`config.mk`:
```
export PLATFORM = sky130hd
export DESIGN_NAME = link_slave_rx
export DESIGN_NICKNAME = d
export VERILOG_FILES = /design/src/rtl/link_slave_rx.sv
export SDC_FILE = /design/constraint.sdc
export NUM_CORES = 1
export LEC_CHECK = 0
export ABC_AREA = 1
export BUFFER_PORTS_ARGS = -buffer_cell sky130_fd_sc_hd__buf_2
export CELL_PAD_IN_SITES_DETAIL_PLACEMENT = 0
export CELL_PAD_IN_SITES_GLOBAL_PLACEMENT = 1
export CORE_ASPECT_RATIO = 1.2
export CORE_MARGIN = 1
export CORE_UTILIZATION = 45
export DETAILED_ROUTE_END_ITERATION = 10
export PLACE_DENSITY_LB_ADDON = 0.1
export SLEW_MARGIN = 20
export SYNTH_ARGS = -nofsm -noshare
export SYNTH_HDL_FRONTEND = slang
export SYNTH_SLANG_ARGS = --single-unit
```
`constraint.sdc`:
```
create_clock -name clk -period 5.09 [get_ports clk]
set_clock_uncertainty 0.1 [all_clocks]
set_input_delay 0.7635 -clock clk [delete_from_list [all_inputs] [get_ports clk]]
set_output_delay 0.7635 -clock clk [all_outputs]
set_load 0.1 [all_outputs]
```
`src/rtl/link_slave_rx.sv`:
```
// link_slave_rx: slave end of the 5-lane board-to-board serial link. It synchronises, deserialises and classifies frames.
// Define LINK_PARITY_EN to add a trailing even-parity bit to every lane.
module link_slave_rx #(
   parameter int DATA_BITS   = 16,
   parameter int HDR_BITS    = 8,
   parameter int SYNC_STAGES = 2,
   parameter int TIMEOUT_CYC = 4096
) (
   input  logic                   clk,
   input  logic                   rst,
   input  logic                   serial_clk_in,
   input  logic                   serial_in_h,
   input  logic                   serial_in_0,
   input  logic                   serial_in_1,
   input  logic                   serial_in_2,
   input  logic                   serial_in_3,
   output logic                   pkt_valid,
   input  logic                   pkt_ready,
   output logic [1:0]             pkt_type,
   output logic [HDR_BITS-1:0]    pkt_hdr,
   output logic [4*DATA_BITS-1:0] pkt_data,
   output logic                   ack_req,
   output logic                   ack_req_seq,
   output logic                   ack_received,
   output logic                   ack_seqNum,
   output logic                   err_timeout,
   output logic                   err_overflow,
   output logic                   err_parity
);

`ifdef LINK_PARITY_EN
   localparam int FRAME_BITS = DATA_BITS + 1;
`else
   localparam int FRAME_BITS = DATA_BITS;
`endif
   localparam int CNT_W = $clog2(FRAME_BITS + 1);
   localparam int TO_W  = (TIMEOUT_CYC > 2) ? $clog2(TIMEOUT_CYC) : 1;

   localparam logic [CNT_W-1:0] LAST_BIT = CNT_W'(FRAME_BITS - 1);
   localparam logic [CNT_W-1:0] HDR_END  = CNT_W'(HDR_BITS);
   localparam logic [CNT_W-1:0] DATA_END = CNT_W'(DATA_BITS);
   localparam logic [TO_W-1:0]  TO_LAST  = TO_W'(TIMEOUT_CYC - 1);
   localparam logic [1:0]       TYPE_ACK = 2'b11;

   typedef enum logic [1:0] {
      IDLE  = 2'd0,
      RECV  = 2'd1,
      CHECK = 2'd2
   } state_t;

   state_t state, state_nxt;

   logic [SYNC_STAGES-1:0][5:0] sync_q;
   logic                        sync_clk_d;
   logic [5:0]                  raw;
   logic                        sync_clk, sync_h, link_edge;
   logic [3:0]                  sync_d;

   logic [HDR_BITS-1:0]         sh_h;
   logic [3:0][DATA_BITS-1:0]   sh_d;
   logic [CNT_W-1:0]            bit_cnt;
   logic [TO_W-1:0]             idle_cnt;
   logic                        last_seq;
   logic                        timeout;
   logic                        parity_bad;
   logic [1:0]                  rx_type;
   logic                        rx_seq;

   assign raw       = {serial_clk_in, serial_in_h, serial_in_3, serial_in_2, serial_in_1, serial_in_0};
   assign sync_clk  = sync_q[SYNC_STAGES-1][5];
   assign sync_h    = sync_q[SYNC_STAGES-1][4];
   assign sync_d    = sync_q[SYNC_STAGES-1][3:0];
   assign link_edge = sync_clk & ~sync_clk_d;

   always_ff @(posedge clk) begin
      // NOTE: synchronisers reset to the idle-high line state, so reset release never fakes a link-clock edge.
      if (rst) begin
         sync_q     <= '1;
         sync_clk_d <= 1'b1;
      end else begin
         sync_q     <= {sync_q[SYNC_STAGES-2:0], raw};
         sync_clk_d <= sync_clk;
      end
   end

   always_ff @(posedge clk) begin
      if (rst) state <= IDLE;
      else     state <= state_nxt;
   end

   assign timeout = (state == RECV) && !link_edge && (idle_cnt == TO_LAST);
   assign rx_type = sh_h[HDR_BITS-1 -: 2];
   assign rx_seq  = sh_h[0];

   // NOTE: every variable of an always_comb gets a default first, so no path can infer a latch.
   always_comb begin
      state_nxt = state;
      case (state)
         IDLE:    if (link_edge && !sync_h) state_nxt = RECV;
         RECV: begin
            if (timeout)                               state_nxt = IDLE;
            else if (link_edge && bit_cnt == LAST_BIT) state_nxt = CHECK;
         end
         CHECK:   state_nxt = (link_edge && !sync_h) ? RECV : IDLE;
         default: state_nxt = IDLE;
      endcase
   end

`ifdef LINK_PARITY_EN
   // Running XOR of every bit per lane, parity bit included; even parity leaves it 0.
   logic [4:0] par_acc;

   always_ff @(posedge clk) begin
      if (rst)                                  par_acc <= '0;
      else if (state != RECV || timeout)        par_acc <= '0;
      else if (link_edge)                       par_acc <= par_acc ^ {sync_h, sync_d};
   end

   assign parity_bad = |par_acc;

   always_ff @(posedge clk) begin
      if (rst) err_parity <= 1'b0;
      else     err_parity <= (state == CHECK) && parity_bad;
   end
`else
   assign parity_bad = 1'b0;
   assign err_parity = 1'b0;
`endif

   // NOTE: sequential state uses non-blocking assignments only, so every flop samples pre-edge values.
   always_ff @(posedge clk) begin
      if (rst) begin
         sh_h         <= '0;
         sh_d         <= '0;
         bit_cnt      <= '0;
         idle_cnt     <= '0;
         last_seq     <= 1'b1;
         pkt_valid    <= 1'b0;
         pkt_type     <= '0;
         pkt_hdr      <= '0;
         pkt_data     <= '0;
         ack_req      <= 1'b0;
         ack_req_seq  <= 1'b0;
         ack_received <= 1'b0;
         ack_seqNum   <= 1'b0;
         err_timeout  <= 1'b0;
         err_overflow <= 1'b0;
      end else begin
         ack_req      <= 1'b0;
         ack_received <= 1'b0;
         err_timeout  <= 1'b0;
         err_overflow <= 1'b0;
         if (pkt_valid && pkt_ready) pkt_valid <= 1'b0;

         case (state)
            RECV: begin
               if (timeout) begin
                  err_timeout <= 1'b1;
                  sh_h        <= '0;
                  sh_d        <= '0;
               end else if (link_edge) begin
                  // Only the leading bits are kept; trailing header and parity bits fall through.
                  if (bit_cnt < HDR_END) sh_h <= {sh_h[HDR_BITS-2:0], sync_h};
                  if (bit_cnt < DATA_END) begin
                     for (int i = 0; i < 4; i++) sh_d[i] <= {sh_d[i][DATA_BITS-2:0], sync_d[i]};
                  end
                  bit_cnt  <= bit_cnt + 1'b1;
                  idle_cnt <= '0;
               end else begin
                  idle_cnt <= idle_cnt + 1'b1;
               end
            end
            CHECK: begin
               bit_cnt  <= '0;
               idle_cnt <= '0;
               if (!parity_bad) begin
                  if (rx_type == TYPE_ACK) begin
                     ack_received <= 1'b1;
                     ack_seqNum   <= rx_seq;
                  end else if (rx_seq == last_seq) begin
                     ack_req     <= 1'b1;
                     ack_req_seq <= rx_seq;
                  end else if (!pkt_valid || pkt_ready) begin
                     pkt_valid   <= 1'b1;
                     pkt_type    <= rx_type;
                     pkt_hdr     <= sh_h;
                     for (int i = 0; i < 4; i++) pkt_data[i*DATA_BITS +: DATA_BITS] <= sh_d[i];
                     last_seq    <= rx_seq;
                     ack_req     <= 1'b1;
                     ack_req_seq <= rx_seq;
                  end else begin
                     err_overflow <= 1'b1;
                  end
               end
            end
            default: begin
               bit_cnt  <= '0;
               idle_cnt <= '0;
            end
         endcase
      end
   end

endmodule

```
Yosys cells after proc, flatten, opt, wreduce, memory -nomap -nowiden
Index checks and enable logic that the tools add are counted.
{"block": "word_totals", "register_bits": 186, "input_bits": 9, "output_inout_bits": 82, "elab_cells": 90}
{"block": "op_classes", "add_sub_neg": 2, "n_lt_le_gt_ge": 2, "n_eq_ne": 8, "n_mux": 24, "n_bitwise": 7, "reduce_logical": 25}
{"op": "64-bit 2-to-1 mux", "n": 3}
{"op": "8-bit 2-to-1 mux", "n": 3}
{"op": "1-bit 2-to-1 mux", "n": 13}
{"op": "12-bit by 1-bit adder with 12-bit output (second input constant)", "n": 1}
{"op": "12-bit equality test (second input constant)", "n": 1}
{"op": "12-bit 2-to-1 mux", "n": 1}
{"op": "3-bit AND reduction", "n": 3}
{"op": "2-bit nonzero test", "n": 4}
{"op": "2-bit 2-to-1 mux", "n": 3}
{"op": "1-bit NOT", "n": 6}
{"op": "2-bit case mux with 3 select lines", "n": 1}
{"op": "2-bit AND reduction", "n": 3}
{"op": "5-bit by 1-bit adder with 5-bit output (second input constant)", "n": 1}
{"op": "5-bit by 4-bit equality test with 1-bit output (second input constant)", "n": 1}
{"op": "1-bit logical AND", "n": 5}
{"op": "5-bit by 4-bit < comparator with 1-bit output (second input constant)", "n": 1}
{"op": "5-bit < comparator (second input constant)", "n": 1}
{"op": "2-bit equality test (second input constant)", "n": 2}
{"op": "4-bit AND reduction", "n": 1}
{"op": "2-bit OR reduction", "n": 2}
{"op": "4-bit OR reduction", "n": 1}
{"op": "1-bit zero test", "n": 3}
{"op": "3-bit by 2-bit != test with 1-bit output (second input constant)", "n": 1}
{"op": "3-bit OR reduction", "n": 1}
{"op": "other kinds (6)", "n": 6}

Logic depth before layout (Yosys ltp)
{"block": "logic_depth", "depth_word": 7, "mapped_depth": 11, "depth_no_buf": 10}

Worst setup path after synthesis
No wires, ideal clock.
{"block": "synth_timing", "path_type": "register to output", "startpoint": "register pkt_type[0]", "endpoint": "output port pkt_type[0]", "arrival_ns": 1.374, "required_ns": 4.227, "path_slack_ns": 2.853, "stages_incl_launch_ff": 2, "path_buffers": 1, "cell_sequence": "dfxtp_1 buf_4"}
{"element": "from (decl)", "line_no": "19", "source": "output logic [1:0] pkt_type,"}
{"element": "from (signal assigned)", "line_no": "185", "source": "pkt_type <= rx_type;"}
No word-level cell between the ends.

Worst setup path in the final report
{"block": "layout_timing", "startpoint": "register state[0]", "endpoint": "register sh_d[5] in the netlist's numbering"}
{"block": "layout_between", "elab_chain_len": 5, "word_cells_on_any_way": 7, "cone_classes": "1 x eq/ne; 1 x mux; 5 x reduce/logical"}
{"element": "from (decl)", "line_no": "51", "source": "state_t state, state_nxt;"}
{"element": "from (signal assigned)", "line_no": "88", "source": "else state <= state_nxt;"}
{"element": "2-bit by 1-bit equality test with 1-bit output *", "line_no": "91, 155"}
{"element": "1-bit logical AND (2 in series)", "line_no": "91", "source": "assign timeout = (state == RECV) && !link_edge && (idle_cnt == TO_LAST);"}
{"element": "2-bit nonzero test (no source line)"}
{"element": "3-bit AND reduction (no source line)"}
{"element": "to (signal assigned)", "line_no": "134", "source": "sh_d <= '0;"}
{"element": "to (signal assigned)", "line_no": "160", "source": "sh_d <= '0;"}
{"element": "to (decl)", "line_no": "60", "source": "logic [3:0][DATA_BITS-1:0] sh_d;"}
Every way passes the cells marked *; elsewhere a longest branch is shown, timed or not.
A chain may end at the register's enable or synchronous reset.

==> impl_metrics.yaml <==
run:
  drv_cap: 0
power:
  total_leakage_power_nw: 3.689
  power_density_nw_per_um2: 338.4
  ir_drop_mv: 0.2168
cells_and_area:
  insertedDiodeCount: 0
  final_nets: 1052
  utilization_pct: 51.37
  final_layout_size_suffix_gt1_share_pct: 14.18
  area_growth_pct: 12.11
setup_path:
  cp_max_fo: 128
  start_kind: "flip-flop"
  cp_common_cell: "nand2_1"
  crit_path_max_incr_delay_ps: 460
  arrival_ps: 3070
  crit_path_top_delay_cell: "nand2_4"
  cp-end-kind: "flip-flop"
  crit_required_ps: 5310
  crit_chain: "inv_2 > nor2_4 > buf_4 > nand2_1 > nor2_2 > nand2_4 > o21ai_4 > buf_12 > nand3_1 > nand2_1 > nor2_1"
  path_class: "reg -> reg"
global_route:
  grt_pass1_wl_um: 26940
  grt_pass1_vias: 5657
  antenna_found_initial: 1
  grt_usage_pct: 19.47
  grt.overflow.total: 0
  grt_max_degree: 129
logic_synthesis:
  seq_area_frac_synth_pct: 49.80
  synth_cell_types: 32
  synth_edf_count: 0
  netlist_instances: 1002
  synth-async-reset-ratio_pct: 0
  synth_warnings: 0
  ys.flop_type: "dfxtp_1"
  ys_seq_elements: 184
  synth_area_um2: 7397
  synth_nets: 1014
  syn_area_per_cell_um2: 7.382
routing:
  drcViolationCount: 0
  routed_wl_um: 15770
  vias: 6299
  drtIter0Drc: 469
  final_antenna_net_count: 0
  drtPass1Iterations: 5
  avgRoutedWirePerCell_um: 12.49
  via_per_inst: 4.987
timing:
  maxSlewHeadroom_pct: 31.76
  drv_slew: 0
  layout_min_cycle_time_ps: 2850
  rsz0062_at_grt: "no"
  tightest_slew_ps: 1024
  final_hold_viol_count: 0
  fin_setup_tns_ps: 0
  setup_viol: 0
  period_share_pct: 55.99
  fmax_mhz: 350.9
cts:
  cts_tree: "built"
  clk_path_buf_depth: 2
  numCtsBuffers: 17
  insertion_delay_ps: 430
  htreeDepth: 4
  postCtsHoldBufs: 0
  root_buffer: "clkbuf_16"
  cts_sinks: 184
  post_cts_resized: 0
  post_cts_buffers: 0
  path_clk_slew_ps: 60
floorplanning:
  die_h_um: 142.4
  start_util_pct: 45.82
  die_area_um2: 16960
  num_io_pins: 91
  core-area_um2: 16140
  die_w_um: 119.0
  rows: 51
status:
  status: "completed"
placed_design:
  gp_congestion: 0.7430
  post-dp-hpwl_um: 8673
  io_buffers: 89
worst_hold_path:
  worst_hold_path_type: "reg -> reg"
path summary, 6_finish.rpt:
path | startpoint | endpoint | slack [ps] | cells past startpoint
max | state[0] | sh_d[5] | 2240 | 11
min reg2reg | sync_q[2] | sync_d[2] | 310 | 1
min | sync_q[2] | sync_d[2] | 310 | 1
max reg2reg | state[0] | sh_d[5] | 2240 | 11
area by class of cell:
| cell class | count | area [um2] |
|---|---|---|
| Clock buffer | 21 | 440.4 |
| Inverter | 31 | 121.4 |
| Multi-Input combinational cell | 711 | 3152 |
| Tap cell | 212 | 265.3 |
| Sequential cell | 184 | 3684 |
| Fill cell | 1661 | 7851 |
| Clock inverter | 9 | 127.6 |
| Timing Repair Buffer | 95 | 503.0 |
cell usage in the layout (no fill, tap or decap), drive strengths merged:
| cell type | n |
|---|---|
| a21oi | 86 |
| buf | 95 |
| bufinv | 3 |
| clkbuf | 21 |
| clkinv | 3 |
| clkinvlp | 3 |
| conb | 1 |
| dfxtp | 184 |
| ha | 3 |
| inv | 31 |
| nand2 | 182 |
| nand3 | 87 |
| nand3b | 1 |
| nand4 | 3 |
| nor2 | 237 |
| nor3 | 7 |
| o21a | 2 |
| o21ai | 84 |
| or2 | 15 |
| xnor2 | 2 |
| xor2 | 1 |
cell families after synthesis:
logic type / after synthesis / synth area share, %
other: 1 / 0.05070
buffers and inverters: 107 / 7.696
adders and majority gates: 3 / 0.5075
AOI/OAI and AO/OA: 172 / 11.91
xor gates and xnor gates: 3 / 0.3553
and+or+nand+nor: 532 / 29.69
DFF: 184 / 49.80
Yosys cell counts (all sizes together) (3+ instances only):
cell type,n,area share (%)
inv,31,1.6
or2,15,1.3
o21ai,84,5.9
ha,3,0.51
nor2,237,12
nand3,87,6.0
nor3,7,0.47
a21oi,86,5.8
nand4,3,0.25
dfxtp,184,50
clkbuf,23,1.3
buf,53,4.8
nand2,182,9.4
registers in the layout, summed over array words and instances (netlist names), 2 cells and up:
register and count:
sync_d 4, pkt_hdr 6, sh_d 64, pkt_data 64, bit_cnt 5, sync_q 6, sh_h 8, pkt_type 2
state 2, idle_cnt 12
critical path: cells and delay by family (launching register included):
family / cells / cell delay [ps]
compound gates: 1 / 240
buf+inv: 3 / 840
flops: 1 / 340
simple gates: 7 / 1070
power breakdown:
part | total (mW) | switching (mW) | internal (mW) | leakage (nW)
sequential | 1.45 | 0.00143 | 1.44 | 1.48
combinational | 0.0613 | 0.0442 | 0.0171 | 1.94
clock | 1.30 | 0.535 | 0.764 | 0.269
layer usage:
metal  vias to the layer above  GRT usage, %  routed length [um]
li1                       3290             -                   -
met1                      2899         25.67                8026
met2                        97         30.88                7009
met3                        13         4.968                 559
met4                         0         6.596                 178
met5                         -             0                   0
per-stage QoR:
step	hold slack, ps	setup WS (ps)	instances	power, mW	area, um2
after global routing	318.3	1889	1263	2.903	8293
after floorplan	289.5	2853	1002	1.533	7397
after detailed placement	292.8	2191	1233	1.541	7722
after global placement	291.5	2258	1233	1.541	7722
after CTS	305.7	2170	1263	2.842	8290
final	306.8	2240	1263	2.806	8293
(Power assumes the default switching activity.)
